`config.mk`:
```
export PLATFORM = sky130hd
export DESIGN_NAME = fp_align_controller
export DESIGN_NICKNAME = d
export VERILOG_FILES = /design/src/rtl/fp_align_controller.sv
export SDC_FILE = /design/constraint.sdc
export NUM_CORES = 1
export LEC_CHECK = 0
export ABC_AREA = 1
export CORE_MARGIN = 10
export CORE_UTILIZATION = 41
export DETAILED_ROUTE_END_ITERATION = 10
export PLACE_DENSITY = 0.69
export SLEW_MARGIN = 20
export SYNTH_ARGS = -nofsm -noshare
export SYNTH_HDL_FRONTEND = slang
export SYNTH_SLANG_ARGS = --single-unit
```
`constraint.sdc`:
```
create_clock -name clk -period 5.6 [get_ports clk]
set_clock_uncertainty 0.1 [all_clocks]
set_input_delay 1.12 -clock clk [delete_from_list [all_inputs] [get_ports clk]]
set_output_delay 1.12 -clock clk [all_outputs]
set_load 0.01 [all_outputs]
```
`src/rtl/fp_align_controller.sv`:
```
// fp_align_controller
// Multi-cycle exponent-alignment sequencer for the single-precision adder.
// The block accepts an operand pair over a valid/ready handshake. It finds
// the larger exponent with one 8-bit subtract, then shifts the smaller-exponent
// mantissa right by up to STEP bits per cycle. Bits shifted out are folded
// into a sticky bit.
//
// Ports:
//   clk, rst            clock, asynchronous active-high reset
//   in_valid/in_ready   operand handshake; in_ready = (state==IDLE) & ~rst
//   a, b                IEEE-754 single operands
//   out_valid/out_ready result handshake; out_valid is high while in DONE
//   exp_out             larger exponent field
//   mant_big            hidden bit & fraction of larger-exponent operand
//   mant_small          aligned hidden bit & fraction of smaller-exponent operand
//   sticky              OR of all bits shifted out of mant_small
//   sign_big/sign_small signs of the big/small path operands
//   swap                1 when eB > eA (B routed to big path)
module fp_align_controller #(
    parameter int STEP = 4
) (
    input  logic        clk,
    input  logic        rst,
    input  logic        in_valid,
    output logic        in_ready,
    input  logic [31:0] a,
    input  logic [31:0] b,
    output logic        out_valid,
    input  logic        out_ready,
    output logic [7:0]  exp_out,
    output logic [23:0] mant_big,
    output logic [23:0] mant_small,
    output logic        sticky,
    output logic        sign_big,
    output logic        sign_small,
    output logic        swap
);

    typedef enum logic [1:0] {IDLE, DIFF, SHIFT, DONE} state_t;

    localparam logic [4:0] STEP_W = 5'(STEP);

    state_t      state, state_nxt;
    logic [31:0] a_q, b_q;
    logic [4:0]  count;

    // Exponent compare on the captured operands
    logic [7:0]  ea, eb, d;
    logic        borrow;
    logic [23:0] ma, mb;

    // Per-cycle shift amount and the mask of bits it drops
    logic [4:0]  k;
    logic [23:0] out_mask;

    always_comb begin
        ea       = a_q[30:23];
        eb       = b_q[30:23];
        borrow   = (ea < eb);
        d        = borrow ? (eb - ea) : (ea - eb);
        // Hidden bit is 0 for zero/denormal exponent fields
        ma       = {|ea, a_q[22:0]};
        mb       = {|eb, b_q[22:0]};
        k        = (count < STEP_W) ? count : STEP_W;
        out_mask = ~(24'hFFFFFF << k);
    end

    assign in_ready  = (state == IDLE) & ~rst;
    assign out_valid = (state == DONE);

    always_ff @(posedge clk or posedge rst) begin
        if (rst) state <= IDLE;
        else     state <= state_nxt;
    end

    always_comb begin
        state_nxt = state;
        case (state)
            IDLE:  if (in_valid) state_nxt = DIFF;
            DIFF: begin
                if (d == 8'd0 || d >= 8'd25) state_nxt = DONE;
                else                         state_nxt = SHIFT;
            end
            // count is nonzero on entry, so k >= 1 and this terminates
            SHIFT: if (count == k) state_nxt = DONE;
            DONE:  if (out_ready) state_nxt = IDLE;
            default: state_nxt = IDLE;
        endcase
    end

    always_ff @(posedge clk or posedge rst) begin
        if (rst) begin
            a_q        <= '0;
            b_q        <= '0;
            count      <= '0;
            exp_out    <= '0;
            mant_big   <= '0;
            mant_small <= '0;
            sticky     <= 1'b0;
            sign_big   <= 1'b0;
            sign_small <= 1'b0;
            swap       <= 1'b0;
        end else begin
            case (state)
                IDLE: begin
                    if (in_valid) begin
                        a_q <= a;
                        b_q <= b;
                    end
                end
                DIFF: begin
                    swap       <= borrow;
                    exp_out    <= borrow ? eb : ea;
                    mant_big   <= borrow ? mb : ma;
                    sign_big   <= borrow ? b_q[31] : a_q[31];
                    sign_small <= borrow ? a_q[31] : b_q[31];
                    if (d >= 8'd25) begin
                        // Everything falls off the end: only the sticky survives
                        mant_small <= '0;
                        sticky     <= borrow ? |ma : |mb;
                        count      <= '0;
                    end else begin
                        mant_small <= borrow ? ma : mb;
                        sticky     <= 1'b0;
                        count      <= d[4:0];
                    end
                end
                SHIFT: begin
                    mant_small <= mant_small >> k;
                    sticky     <= sticky | (|(mant_small & out_mask));
                    count      <= count - k;
                end
                default: ;
            endcase
        end
    end

endmodule
```
==> impl_table.tex <==
\begin{tabular}{lr}
\hline
Metric & Value \\
\hline
\multicolumn{2}{l}{\textbf{Die}} \\
Die Outline Area & 25,300 um2 \\
Initial core utilization & 42.1\% \\
Placeable core region & 18,800 um2 \\
Die boundary height & roughly 160 um \\
Chip Width & roughly 160 um \\
Std-Cell Rows & 50 \\
I/O pin count & 130 \\
\multicolumn{2}{l}{\textbf{Clocking}} \\
Number of instances resized during post-cts repair & 0 \\
CTS root buffer & sky130\_fd\_sc\_hd\_\_clkbuf\_16 \\
Total clock buffers created by CTS & 17 \\
Buffer depth of the longest clock path & 2 \\
CTS tree & yes \\
Clock slew seen by the registers of the worst setup and hold paths & 0.06 ns \\
\# Post-CTS Setup Buffers & 0 \\
Hold buffer count at CTS & 0 \\
H-tree Lvls & 4 \\
Sinks on Clock Net & 131 \\
Clock Latency Late Sink & 0.43 ns \\
\multicolumn{2}{l}{\textbf{GRT}} \\
Largest net degree at the start of global routing & 83 \\
Vias in the first global route & 7,428 \\
Global-route wire length before repair & 39.7 mm \\
Global-route usage over all layers & 19.1\% \\
Residual overflow from global routing & 0 \\
Number of antenna violations at the first check in global routing & 0 \\
\multicolumn{2}{l}{\textbf{Yosys}} \\
Adder and majority gate portion of the synthesized area & 3.98\% \\
Number of enable flip-flop cells after synthesis & 0 \\
Synthesized-area fraction occupied by and/or/nand/nor cells & about a quarter \\
Syn Nets & $\sim$1.2k \\
Compound-gate portion of the synthesized area & around 18\% \\
Cell area after synthesis & 7920 um2 \\
Multiplexer share of the synthesized area & 0.695\% \\
Cell count after synthesis & 1,092 \\
Xor/xnor cell area share of the yosys netlist & 0.332\% \\
Count of state elements after synthesis & 131 \\
Dominant combinational cell family by area after synthesis & simple AND/OR/NAND/NOR gates \\
Warning count from the yosys run & 0 \\
Unique masters post-synth & 46 \\
Sequential share of the synthesized area & 41.4\% \\
Per-instance average area after synthesis & 7.25 um2 \\
Async set or reset register ratio after synthesis & 100\% \\
Most used flip-flop cell after synthesis & sky130\_fd\_sc\_hd\_\_dfrtp\_1 \\
\multicolumn{2}{l}{\textbf{Setup path}} \\
Depth of the worst register-to-register path & 14 \\
Worst setup SP type & flip-flop \\
Data required time at the worst endpoint & approximately 6 ns \\
Longest individual stage delay on the worst path & 0.81 ns \\
Cells traversed along the worst timing path & inv\_1, ha\_1, fa\_1, inv\_1, nand3\_1, nand2\_1, nand2\_2, nand2\_4, inv\_4, nand2\_1, nand2\_1, nor3\_4, nand3\_1, a22oi\_2 \\
Reg2Reg Capture Point & mant\_small[22]\$\_DFFE\_PP0P\_ \\
Start of the worst register-to-register path & a\_q[23]\$\_DFFE\_PP0P\_ \\
Kind of critical path & reg2reg \\
Worst EP arrival & 3.92 ns \\
Flop2flop setup slack & around 1.9 ns \\
Maximum fanout along the worst path & 46 \\
Type of element capturing the critical path & flip-flop \\
Slowest cell on the critical path & sky130\_fd\_sc\_hd\_\_nor3\_4 \\
Critical Path Most Common Cell & sky130\_fd\_sc\_hd\_\_nand2\_1 \\
Crit. Startpoint & a\_q[23]\$\_DFFE\_PP0P\_ \\
\multicolumn{2}{l}{\textbf{Cells and area}} \\
Most frequent standard cell in the layout excluding fill and tap cells & sky130\_fd\_sc\_hd\_\_nand2\_1 \\
Non-filler cells, final & between 1k and 1.5k \\
Layout cell share with drive strength beyond 1 & 6.64\% \\
Relative area change from synthesis to final layout & 25.6\% \\
Nets & 1,283 \\
Commonest cells after routing, fill and taps aside & 254 x sky130\_fd\_sc\_hd\_\_nand2\_1, 144 x sky130\_fd\_sc\_hd\_\_nor2\_1, 131 x sky130\_fd\_sc\_hd\_\_dfrtp\_1, 129 x sky130\_fd\_sc\_hd\_\_clkdlybuf4s50\_1, 119 x sky130\_fd\_sc\_hd\_\_inv\_1 \\
Total inserted antenna cells & 0 \\
\multicolumn{2}{l}{\textbf{Min path}} \\
Class of the tightest hold or removal check & reg2reg \\
Endpoint of the worst hold-timing path & exp\_out[4]\$\_DFFE\_PP0P\_ \\
Number of instances on the worst hold path & 2 \\
Worst hold start & exp\_out[4]\$\_DFFE\_PP0P\_ \\
\multicolumn{2}{l}{\textbf{Place}} \\
DP Cell Count & roughly 1.4k \\
Number of input and output port buffers inserted & 129 \\
Final weighted congestion of routability-driven global placement & 0.934 \\
Minimum setup slack after placement & 1.98 ns \\
Half-perimeter wire length after placement & 17.5 mm \\
\multicolumn{2}{l}{\textbf{Routing}} \\
Iteration count of the initial detailed-routing pass & 7 \\
DRC violations left & 0 \\
Via count of the routed design & 7,566 \\
Overall routed net length & 24.5 mm \\
Detailed-route wire length per cell & 16.7 um \\
ANT nets after route & 0 \\
Detail-routed via count per cell & 5.17 \\
Initial detailed-routing violation count & 553 \\
\multicolumn{2}{l}{\textbf{STA}} \\
\# setup viols final & 0 \\
Unrepaired setup endpoints after global routing & false \\
Portion of the clock cycle consumed by the worst path in the final layout & 65.6\% \\
Maximum clock frequency & 272 MHz \\
Slew at the pin closest to its max-slew limit & 0.986 ns \\
Final number of hold-violating endpoints & 0 \\
Post-layout worst setup margin & $\sim$1.9 ns \\
TNS Setup & 0 ns \\
Final Max Tran Viols & 0 \\
Max transition margin & 34.1\% \\
Final min period & 3.67 ns \\
\multicolumn{2}{l}{\textbf{Flow run}} \\
Maximum Capacitance Violations & 0 \\
\multicolumn{2}{l}{\textbf{Status}} \\
Result of the run & finished, final reports clean \\
\hline
\end{tabular}
-- metrics by stage --
stage	cell area (um2)	hold slack [ns]	utilization, %
2_1_floorplan	7920	0.405	-
6_report	9950	0.389	52.8
3_3_place_gp	9350	0.375	49.6
3_5_place_dp	9350	0.382	49.6
5_1_grt	9950	0.417	52.8
4_1_cts	9950	0.395	52.8
-- flip-flops by register name (all words and copies together), names as in the netlist --
signal	flops
swap	1
state	2
exp_out	8
mant_small	24
sign_big	1
sign_small	1
mant_big	24
b_q	32
count	5
sticky	1
a_q	32
-- cell type report --
type                    instances  area, um2
clock buffers                  22        474
clock inverters                10        124
fillers                      1845       8880
inverters                     127        484
multi-input cells             775       3900
flip-flops and latches        131       3280
well taps                     260        325
repair buffers                139       1370
-- per-layer routing --
layer | global-route usage (%) | vias to the layer above | share of wire, %
li1 | - | 3745 | -
met1 | 25.7 | 3526 | 46
met2 | 28.8 | 261 | 44
met3 | 5.84 | 34 | 8.2
met4 | 6.32 | 0 | 1.7
met5 | 0 | - | 0
-- worst max path at each step --
| stage | end | slack, ns | cells after the start |
|---|---|---|---|
| after floorplan | a_q[0]$_DFFE_PP0P_ | 0.88 | 1 |
| final | mant_small[22]$_DFFE_PP0P_ | 1.93 | 14 |
| after CTS | mant_small[22]$_DFFE_PP0P_ | 1.96 | 14 |
| after detailed placement | mant_small[22]$_DFFE_PP0P_ | 1.98 | 14 |
| after global placement | mant_small[16]$_DFFE_PP0P_ | 2.13 | 16 |
| after global routing | count[2]$_DFFE_PP0P_ | 1.61 | 14 |
-- cells by family (layout without fill, tap and decap cells) --
logic type,count (synthesis),in the layout
simple gates,489,489
compound gates,252,252
buf+inv,186,298
flops,131,131
fa+ha+maj,24,24
mux,5,5
xor+xnor,3,3
other cells,2,2
-- Yosys cell counts, types with 5 or more instances --
cell,instances,share of area [%]
sky130_fd_sc_hd__nand2_1,255,12
sky130_fd_sc_hd__nor2_1,144,6.8
sky130_fd_sc_hd__dfrtp_1,131,41
sky130_fd_sc_hd__inv_1,120,5.7
sky130_fd_sc_hd__o21ai_0,109,6.9
sky130_fd_sc_hd__a21oi_1,95,6.0
sky130_fd_sc_hd__clkbuf_1,42,2.0
sky130_fd_sc_hd__nand3_1,32,2.0
sky130_fd_sc_hd__nand4_1,24,1.9
sky130_fd_sc_hd__ha_1,22,3.5
sky130_fd_sc_hd__a211oi_1,13,1.2
sky130_fd_sc_hd__nand3_2,10,1.3
sky130_fd_sc_hd__nand2_2,8,0.63
sky130_fd_sc_hd__o2111ai_1,8,0.88
sky130_fd_sc_hd__buf_2,6,0.38
sky130_fd_sc_hd__o211ai_1,5,0.47
-- critical path: cells and delay by family, from the launching register on --
family          cells  cell delay, ns
buf+inv             3            0.45
flops               1            0.37
fa+ha+maj           2            0.65
compound gates      1            0.18
simple gates        8            1.82
Power is left out: the tool's default activity adds up to more than one toggle a clock period on the data nets, which glitch-free logic cannot reach.
